**src/rtl/lb_window_ctrl.sv**
```systemverilog
// Sequencing controller for a 3x3 line-buffer window generator.
// Primes two rows, then flags stride-aligned windows with back-pressure.
module lb_window_ctrl #(
   parameter int unsigned IMG_WIDTH  = 64,
   parameter int unsigned IMG_HEIGHT = 64
) (
   input  logic                          clk,
   input  logic                          rst_n,
   input  logic                          start,
   input  logic                          stride2,
   input  logic                          pix_valid,
   output logic                          pix_ready,
   output logic                          lb_valid_in,
   output logic                          win_valid,
   input  logic                          win_ready,
   output logic [$clog2(IMG_WIDTH)-1:0]  win_col,
   output logic [$clog2(IMG_HEIGHT)-1:0] win_row,
   output logic                          busy,
   output logic                          frame_done
);

   localparam int unsigned CW = $clog2(IMG_WIDTH);
   localparam int unsigned RW = $clog2(IMG_HEIGHT);

   typedef enum logic [1:0] {IDLE, PRIME, RUN, FLUSH} state_t;

   state_t        state;
   logic [CW-1:0] col;
   logic [RW-1:0] row;
   logic          stride_q;
   logic          col_last;
   logic          row_last;
   logic          win_done;

   // Accept handshake and window-completion decode
   always_comb begin
      pix_ready   = ((state == PRIME) || (state == RUN)) && (!win_valid || win_ready);
      lb_valid_in = pix_valid && pix_ready;
      col_last    = (col == CW'(IMG_WIDTH - 1));
      row_last    = (row == RW'(IMG_HEIGHT - 1));
      win_done    = lb_valid_in && (state == RUN) && (col >= CW'(2)) &&
                    (!stride_q || (!col[0] && !row[0]));
      busy        = (state != IDLE);
   end

   always_ff @(posedge clk or negedge rst_n) begin
      if (!rst_n) begin
         state      <= IDLE;
         col        <= '0;
         row        <= '0;
         stride_q   <= 1'b0;
         win_valid  <= 1'b0;
         win_col    <= '0;
         win_row    <= '0;
         frame_done <= 1'b0;
      end else begin
         frame_done <= 1'b0;
         case (state)
            IDLE: begin
               if (start) begin
                  state    <= PRIME;
                  col      <= '0;
                  row      <= '0;
                  stride_q <= stride2;
               end
            end
            PRIME: begin
               if (lb_valid_in && col_last && (row == RW'(1))) state <= RUN;
            end
            RUN: begin
               if (lb_valid_in && col_last && row_last) state <= FLUSH;
            end
            FLUSH: begin
               if (!win_valid || win_ready) begin
                  state      <= IDLE;
                  frame_done <= 1'b1;
               end
            end
            default: state <= IDLE;
         endcase

         // Raster counters advance only on an accepted pixel
         if (lb_valid_in) begin
            if (col_last) begin
               col <= '0;
               row <= row_last ? '0 : RW'(row + RW'(1));
            end else begin
               col <= CW'(col + CW'(1));
            end
         end

         // Window indices are pixel position minus the 2-pixel kernel lag, scaled by stride
         if (win_done) begin
            win_valid <= 1'b1;
            win_col   <= CW'(col - CW'(2)) >> stride_q;
            win_row   <= RW'(row - RW'(2)) >> stride_q;
         end else if (win_ready) begin
            win_valid <= 1'b0;
         end
      end
   end

endmodule

```
**config.mk**
```make
export PLATFORM = sky130hd
export DESIGN_NAME = lb_window_ctrl
export DESIGN_NICKNAME = d
export VERILOG_FILES = /design/src/rtl/lb_window_ctrl.sv
export SDC_FILE = /design/constraint.sdc
export NUM_CORES = 1
export LEC_CHECK = 0
export ABC_AREA = 0
export CORE_MARGIN = 1.5
export CORE_UTILIZATION = 30
export DETAILED_ROUTE_END_ITERATION = 6
export HOLD_SLACK_MARGIN = 0.05
export SLEW_MARGIN = 20
export SYNTH_ARGS = -nofsm -noshare
export SYNTH_HDL_FRONTEND = slang
export SYNTH_SLANG_ARGS = --single-unit
export TNS_END_PERCENT = 1
```
**constraint.sdc**
```tcl
create_clock -name clk -period 5.8 [get_ports clk]
set_input_delay 1.16 -clock clk [delete_from_list [all_inputs] [get_ports clk]]
set_output_delay 1.16 -clock clk [all_outputs]
set_load 0.01 [all_outputs]
```
# After elaboration in Yosys (flattened, before gate mapping)
# Index checks and enable logic that the tools add are counted.
# classes
n_mux,18
n_lt_le_gt_ge,1
n_eq_ne,10
reduce_logical,24
add_sub_neg,4
shifts,2
# op_table
operator,n
6-bit 2-to-1 mux,9
6-bit by 1-bit adder with 6-bit output (second input constant),2
6-bit == test (second input constant),2
6-bit by 1-bit >> shifter with 6-bit output,2
6-bit by 2-bit subtractor with 6-bit output (second input constant),2
1-bit logical AND,9
2-bit 2-to-1 mux,4
2-bit one-hot mux with 4 select lines,1
2-bit nonzero test,4
6-bit by 1-bit == test with 1-bit output (second input constant),1
6-bit by 2-bit >= comparator with 1-bit output (second input constant),1
2-bit == test (second input constant),2
1-bit zero test,4
1-bit 2-to-1 mux,4
2-bit by 1-bit inequality test with 1-bit output (second input constant),2
2-bit inequality test (second input constant),2
2-bit AND reduction,2
4-bit AND reduction,1
1-bit logical OR,3
2-bit by 1-bit == test with 1-bit output (second input constant),1
2-bit zero test,1
# word_totals
input_bits,6
output_inout_bits,17
reg_bits,29
wordCells,67

# Logic depth before layout (Yosys ltp)
# Gate-level depths: netlist (run 1).
# logic_depth
word_depth,8
mapped_depth,7
depth_no_buf,7

# Least setup slack after synthesis (run 1)
# OpenSTA, ideal clock, no wires.
# synth_timing
path_type,input-to-output
from,in win_ready
to,out lb_valid_in
slack_ns,3.006
cell_stages,3
n_path_buf,0
required_time_ns,4.640
arrival_ns,1.634
cell_sequence,nand2b_1 nand3_4 inv_1
# synth_between
elab_chain_cells,3
# synth_rtl
element,line,rtl
start: declaration,15,"input logic win_ready,"
1-bit logical OR,37,pix_ready = ((state == PRIME) || (state == RUN)) && (!win_valid || win_ready);
1-bit logical AND,37,
1-bit logical AND,38,lb_valid_in = pix_valid && pix_ready;
end: declaration,13,"output logic lb_valid_in,"
# Every way passes these cells.

# Final worst setup path (run 1)
# Same ends and word-level chain as after synthesis.

==> results.txt, run 1 <==
- Number of antenna violations at the first check in global routing: 0
* Post-synthesis cell type count: 37
- Vias in the first global route: 1,266
* Later-pin clock latency in the skew report: 0.28 ns
- TritonCTS clock tree: done
* Starting Density: 0.3141
- Counting stages on the worst path, the most repeated cell is sky130_fd_sc_hd__clkdlybuf4s50_1.
- On the worst path, the slowest cell contributes a delay of 0.58 ns.
- Of the total synthesized cell area, the portion taken by AND, OR, NAND and NOR gates is 0.1740.
* Finished Cell Area: 2123 µm²
- The tree is rooted in a sky130_fd_sc_hd__clkbuf_8.
- Setup Skew: 0.008247 ns
- Synthesized netlist net count: 193
- Global placer's final weighted congestion: 0.7566
- Vertical die dimension: 79.17 µm
* Cell leakage power: 0.0009470 µW
- Worst-case headroom to the max-slew limit: 0.5948
* VDD IR-drop max: 95.40 µV
- For met2 alone, demand over resource in global routing was 0.1949.
* Ordered list of cells on the worst path: clkdlybuf4s50_1 -> nand2b_1 -> nand3_4 -> inv_1 -> clkdlybuf4s50_1
* Worst path slowest cell: sky130_fd_sc_hd__clkdlybuf4s50_1
* Most congested layer reported by global routing: met2
- Placement-stage cell area: 2037 µm²
* DRC marker count from the first detailed-route iteration: 83
- Result of the run: completed
- Total congestion overflow: 0
- Number of nets in the finished design: 218
- Of the total synthesized cell area, the portion taken by full adders, half adders and majority gates is 0.09346.
- Die area: 6267 µm²
- Fin. Hold Viols: 0
- STA classifies the critical path endpoint as an output port.
* Post-synthesis async set-or-reset flop share: 1.000
- Compound-cell area share of the yosys netlist: 0.1301
- Max Buffers Root-to-Sink: 2
* Register area share after synthesis: 0.4170
- After detailed routing, the number of vias per cell comes to 4.783.
- Entering global routing, the biggest net connects 30 pins.
- Pre-antenna DRT Iters: 4
- After synthesis, the mean cell area works out to 10.00 µm².
- After detailed routing, the average wire length per cell comes to 12.64 µm.
- The first global-routing pass estimated 6.009 mm of wire.
* Post-Synth XOR/XNOR Area: 0.03523
- Counting every sink on the clock net gives 29.
* Total standard cell area after synthesis: 1740 µm²
- Maximum achievable frequency: 250.5 MHz
- Number of placement rows: 27
- DRC Markers: 0
- The portion of synthesized area spent on multiplexers is 0.1035.
- Number of top-level pins: 23
* Final HPWL DP: 2.479 mm
- Detail Route Antenna Nets: 0
- Total number of vias: 1,301
* Number of pins with negative max-slew slack in the final report: 0
- Unrepaired setup endpoints after global routing: false
- In this run, synthesis inferred 0 flip-flops with an integrated enable.
- Width of the die: 79.17 µm
- N_diodes: 0
* Final Routed Wirelength: 3.438 mm
- For the finished layout, the period the worst path requires is 3.992 ns.
- At the pin with the least slew margin, the transition time is 0.6078 ns.
- In the global route stage, met1 resource usage came out at 0.1613.
- Clock-pin slew was measured on the worst setup and hold paths at 0.06 ns.
- Synthesis handed over a netlist of 174 instances.
* Worst setup path class: in -> out
- Category of the worst setup path launch point: input port
- Endpoints failing setup: 0
* Met3 Use GR: 0.03793
- Number of buffers inserted to repair setup after CTS: 0
* GR Util All Layers: 0.1240
- Depth of the CTS H-tree: 2
* Overall power: 484.0 µW
- Max-cap violations in this run came to 0.
* Part of the cycle the worst path needs: 0.6882
* Top FF cell, synth: sky130_fd_sc_hd__dfrtp_1
- Fill cells in the final layout number 562.
- Port Buffers: 22
- Peak fanout along the critical path: 14
* Flip-flop and latch count after synthesis: 29
- Core area: 5540 µm²
* Post-Route Setup TNS: 0 ns
* Hold Path Class: reg -> reg
* Area added between synthesis and finish: 22.00%
* Dominant combinational cell family by area after synthesis: simple AND/OR/NAND/NOR gates
- CP Data Required Time: 4.64 ns
- Data arrives at the worst endpoint at 2.83 ns.
* Yosys warns: 0
- Of the cells placed in the final design, the portion with a size suffix greater than 1 is 0.1750.
- Buffers inserted to repair hold after CTS numbered 0.
* TritonCTS buffer count: 5
- Post-cts resize count: 0
* Power Dens Cells: 228.0 nW/µm²
[state kept, by name, summed over array words and instances (netlist names)]
register,flops
col,6
row,6
win_col,6
win_row,6
state,2
frame_done,1
stride_q,1
win_valid,1
[kinds of logic after synthesis]
family	after synthesis
AND/OR/NAND/NOR	55
AO/OA/AOI/OAI	34
flip-flops	29
buffers and inverters	20
multiplexers	16
adder cells (fa/ha/maj)	13
XOR/XNOR	7
[layout make-up]
type	instances	area [µm²]	share of cell area
multi-input combinational	125	933.4	0.4396
inverter	14	52.55	0.02475
sequential	29	725.7	0.3418
tap	72	90.09	0.04243
timing repair buffer	24	235.2	0.1108
clock buffer	5	68.82	0.03241
clock inverter	3	17.52	0.008250
[routing by layer]
layer	wire (µm)	share of wire
met4	53	0.015
met5	0	0
met2	1669	0.49
met1	1596	0.46
met3	119	0.035
[cells in the final DEF (no fill, tap or decap), types with 2 or more instances in the layout]
cell and count:
sky130_fd_sc_hd__a21oi_1 5, sky130_fd_sc_hd__a31oi_1 3, sky130_fd_sc_hd__and2_1 2, sky130_fd_sc_hd__and3_1 2, sky130_fd_sc_hd__and3_2 3, sky130_fd_sc_hd__buf_4 2, sky130_fd_sc_hd__clkbuf_8 5, sky130_fd_sc_hd__clkdlybuf4s50_1 22
sky130_fd_sc_hd__clkinv_2 2, sky130_fd_sc_hd__dfrtp_1 29, sky130_fd_sc_hd__ha_1 13, sky130_fd_sc_hd__inv_1 14, sky130_fd_sc_hd__mux2_2 12, sky130_fd_sc_hd__mux2i_1 3, sky130_fd_sc_hd__nand2_1 15, sky130_fd_sc_hd__nand3_1 6
sky130_fd_sc_hd__nand3_4 2, sky130_fd_sc_hd__nand4_1 3, sky130_fd_sc_hd__nor2_1 11, sky130_fd_sc_hd__nor3_1 4, sky130_fd_sc_hd__o21ai_0 16, sky130_fd_sc_hd__o31ai_1 4, sky130_fd_sc_hd__xnor2_1 4, sky130_fd_sc_hd__xor2_1 3
[cell usage after synthesis (2+ instances only)]
| cell | n | area share |
|---|---|---|
| sky130_fd_sc_hd__and3_2 | 3 | 0.013 |
| sky130_fd_sc_hd__nand4_1 | 3 | 0.011 |
| sky130_fd_sc_hd__xnor2_1 | 4 | 0.020 |
| sky130_fd_sc_hd__mux2_2 | 12 | 0.078 |
| sky130_fd_sc_hd__nand3_1 | 6 | 0.017 |
| sky130_fd_sc_hd__a31oi_1 | 3 | 0.011 |
| sky130_fd_sc_hd__inv_1 | 14 | 0.030 |
| sky130_fd_sc_hd__ha_1 | 13 | 0.093 |
| sky130_fd_sc_hd__a21oi_1 | 5 | 0.014 |
| sky130_fd_sc_hd__xor2_1 | 3 | 0.015 |
| sky130_fd_sc_hd__clkbuf_1 | 3 | 0.0065 |
| sky130_fd_sc_hd__mux2i_1 | 3 | 0.017 |
| sky130_fd_sc_hd__nor3_1 | 4 | 0.012 |
| sky130_fd_sc_hd__buf_2 | 2 | 0.0058 |
| sky130_fd_sc_hd__nor2_1 | 11 | 0.024 |
| sky130_fd_sc_hd__and2_1 | 2 | 0.0072 |
| sky130_fd_sc_hd__nand2_1 | 15 | 0.032 |
| sky130_fd_sc_hd__o21ai_0 | 16 | 0.046 |
| sky130_fd_sc_hd__and3_1 | 2 | 0.0072 |
| sky130_fd_sc_hd__dfrtp_1 | 29 | 0.42 |
| sky130_fd_sc_hd__nand3_4 | 2 | 0.020 |
| sky130_fd_sc_hd__o31ai_1 | 4 | 0.017 |
[metrics by stage]
step / std cells / setup WS (ns) / hold WS, ns / util
3_3_place_gp: 264 / 1.829 / 0.4972 / 0.3677
5_1_grt: 272 / 1.686 / 0.5375 / 0.3832
2_1_floorplan: 174 / 3.006 / 0.5185 / -
6_report: 272 / 1.808 / 0.5075 / 0.3832
3_5_place_dp: 264 / 1.796 / 0.4994 / 0.3677
4_1_cts: 272 / 1.790 / 0.5171 / 0.3832
[critical path: cells and delay by family]
family	cells	cell delay (ns)
buffers and inverters	3	1.26
AND/OR/NAND/NOR	2	0.41
[path summary, 6_finish.rpt]
check	slack (ns)	endpoint	start	cells past startpoint
min	0.51	win_row[0]	win_row[0]	1
max reg2reg	3.57	win_row[3]	state[1]	6
min in group asynchronous	1.26	frame_done	rst_n	2
max in group asynchronous	4.25	win_col[3]	rst_n	2
min reg2reg	0.51	win_row[0]	win_row[0]	1
max	1.81	lb_valid_in	win_ready	5
[report_power, final]
group,leakage [µW],internal [µW],switching (µW)
clock,0.0000439,82.5,79.2
combinational,0.000518,41.3,47.2
sequential,0.000385,212,21.5
Note: power is estimated with default switching activity, not from simulation.
==> run 2: changes to the inputs <==
clock period = 3.9 ns   (was 5.8 ns; I/O delays follow)
==> results.txt, run 2 (same netlist as run 1, synthesis figures left out) <==
- Result of the run: completed
- Root buffer cell: sky130_fd_sc_hd__clkbuf_8
- DRC Markers: 0 (unchanged)
* Endpoints failing setup: 0 (unchanged)
- Final HPWL DP: 2.461 mm (-0.72%)
- Hold Path Class: reg -> reg
* TritonCTS buffer count: 5 (unchanged)
- The worst hold path begins at win_col[5].
- The worst hold margin was 0.5119 ns (+0.004390 ns).
- Post-Route Setup TNS: 0 ns (unchanged)
- Capturing element type of the critical path: output port
- The number of antenna violations at the first check in global routing came to 0 (unchanged).
- The total instance count after detailed placement is 264 (unchanged).
- The number of sinks on the clock net was 29 (unchanged).
- Post-detailed-route wirelength per cell: 12.92 µm (+2.2%)
- Share of final-layout standard cells stronger than drive strength 1: 0.1750 (unchanged)
* Port Buffers: 22 (unchanged)
- The global routing usage summed across all routing layers came to 0.1306 (+0.006583).
- The max-slew headroom at the worst pin came to 0.5790 (-0.01575).
* Core area: 5540 µm² (unchanged)
- Worst setup path class: in -> out
- Depth of the CTS H-tree: 2 (unchanged)
* Number of buffers inserted to repair setup after CTS: 0 (unchanged)
* Number of pins with negative max-slew slack in the final report: 0 (unchanged)
- Cell leakage power: 0.0009575 µW (+1.1%)
* Launch instance of the worst register-to-register path: state[1]
- The initial standard-cell utilization of the core is 0.3141 (unchanged).
* Pre-antenna DRT Iters: 4 (unchanged)
- The die span in x came to 79.17 µm (unchanged).
* Max Buffers Root-to-Sink: 2 (unchanged)
- The required arrival time at the worst endpoint came to 3.12 ns (-1.52 ns).
- The worst-case clock skew is 0.006532 ns (-0.001715 ns).
- Category of the worst setup path launch point: input port
- The data arrival time of the critical path is 2.45 ns (-0.38 ns).
* Fin. Hold Viols: 0 (unchanged)
- The number of violations of the max-capacitance limit is 0 (unchanged).
- The number of ports placed on the die boundary is 23 (unchanged).
- Vias in the first global route: 1,328 (+4.9%)
- Count of hold buffers inserted by post-cts repair: 0 (unchanged)
- Global placer's final weighted congestion: 0.8123 (+7.4%)
- Detail Route Antenna Nets: 0 (unchanged)
- Number of placement rows: 27 (unchanged)
* Die area: 6267 µm² (unchanged)
- N_diodes: 0 (unchanged)
- Post-cts resize count: 0 (unchanged)
- The final standard cell count with taps included and fillers excluded came to 272 (unchanged).
* Number of nets in the finished design: 218 (unchanged)
- The power density relative to cell area was 371.6 nW/µm² (+63%).
- Leading cell types in the layout, fill and taps excluded: sky130_fd_sc_hd__dfrtp_1, sky130_fd_sc_hd__clkdlybuf4s50_1, sky130_fd_sc_hd__o21ai_0
* Maximum number of pins on one net before global-route repair: 30 (unchanged)
- Based on the critical path, the design can be clocked at up to 309.8 MHz.
- In the finished design, the share of the clock period the worst path needs comes to 0.8277.
- The total number of vias came to 1,312 (+0.85%).
* Detail-routed via count per cell: 4.824 (+0.85%)
- The aggregate global routing overflow is 0 (unchanged).
- VDD IR-drop max: 145.5 µV (+52%)
- The actual slew at the worst max-slew pin is 0.6314 ns (+0.02363 ns).
- Min cycle time layout: 3.228 ns
* First-pass GRT wire length: 6.258 mm (+4.1%)
* Clk slew on worst S/H paths: 0.07 ns (about the same)
- Later-pin clock latency in the skew report: 0.29 ns (about the same)
- Peak fanout along the critical path: 14 (unchanged)
- DRC marker count from the first detailed-route iteration: 74 (-11%)
- Unrepaired setup endpoints after global routing: false
* TritonCTS clock tree: done
- Most common cell after layout, fill and taps aside: sky130_fd_sc_hd__dfrtp_1
- From synthesis to final layout, the design area changed by 23.65%.
- Critical path launch point: win_ready
* Vertical die dimension: 79.17 µm (unchanged)
- Final Routed Wirelength: 3.514 mm (+2.2%)
==> run 2: cell count changes in the layout (fill, tap and decap cells not counted), sizes merged <==
cell,before,now
bufinv,0,1
clkinv,2,1
==> run 2: layer usage <==
layer	global-route usage	share of wire	vias to the layer above
met5	0	0	-
met2	0.2094	0.46	16
met4	0.04211	0.014	0
met3	0.03793	0.032	6
met1	0.1686	0.49	631
li1	-	-	659
==> run 2: report_power, final <==
group | internal (µW) | switching, µW | leakage [µW]
clock | 191 | 130 | 0.0000543
sequential | 315 | 32.3 | 0.000385
combinational | 61.5 | 69.5 | 0.000518
total | 568 | 232 | 0.000957
==> run 2: area by class of cell <==
| cell class | instances | area (µm²) |
|---|---|---|
| Timing Repair Buffer | 24 | 235.2 |
| Tap cell | 72 | 90.09 |
| Inverter | 14 | 52.55 |
| Clock buffer | 5 | 68.82 |
| Multi-Input combinational cell | 125 | 933.4 |
| Fill cell | 548 | 3388 |
| Clock inverter | 3 | 46.29 |
| Sequential cell | 29 | 725.7 |
==> run 2: per-stage QoR <==
| step | setup slack, ns | area [µm²] | total power [µW] | utilization |
|---|---|---|---|---|
| 2_1_floorplan | 1.808 | 1740 | 448.5 | - |
| 3_3_place_gp | 0.6902 | 2037 | 484.7 | 0.3677 |
| 3_5_place_dp | 0.6813 | 2037 | 486.7 | 0.3677 |
| 4_1_cts | 0.6705 | 2152 | 810.4 | 0.3884 |
| 5_1_grt | 0.5828 | 2152 | 853.1 | 0.3884 |
| 6_report | 0.6721 | 2152 | 799.7 | 0.3884 |
==> run 2: path summary, 6_finish.rpt <==
kind                               end  depth (start not counted)  slack (ns)
setup / recovery           lb_valid_in                          5        0.67
hold / removal              win_col[5]                          1        0.51
setup reg to reg            win_row[2]                          6        1.84
hold reg to reg             win_col[5]                          1        0.51
max in group asynchronous   win_row[1]                          2        2.73
min in group asynchronous   frame_done                          2        0.89
==> run 2: critical path, cell delays in order <==
cell and delay, ns:
sky130_fd_sc_hd__clkdlybuf4s50_1 0.45, sky130_fd_sc_hd__nand2b_1 0.19, sky130_fd_sc_hd__nand3_4 0.21, sky130_fd_sc_hd__inv_1 0.24
sky130_fd_sc_hd__clkdlybuf4s50_1 0.58
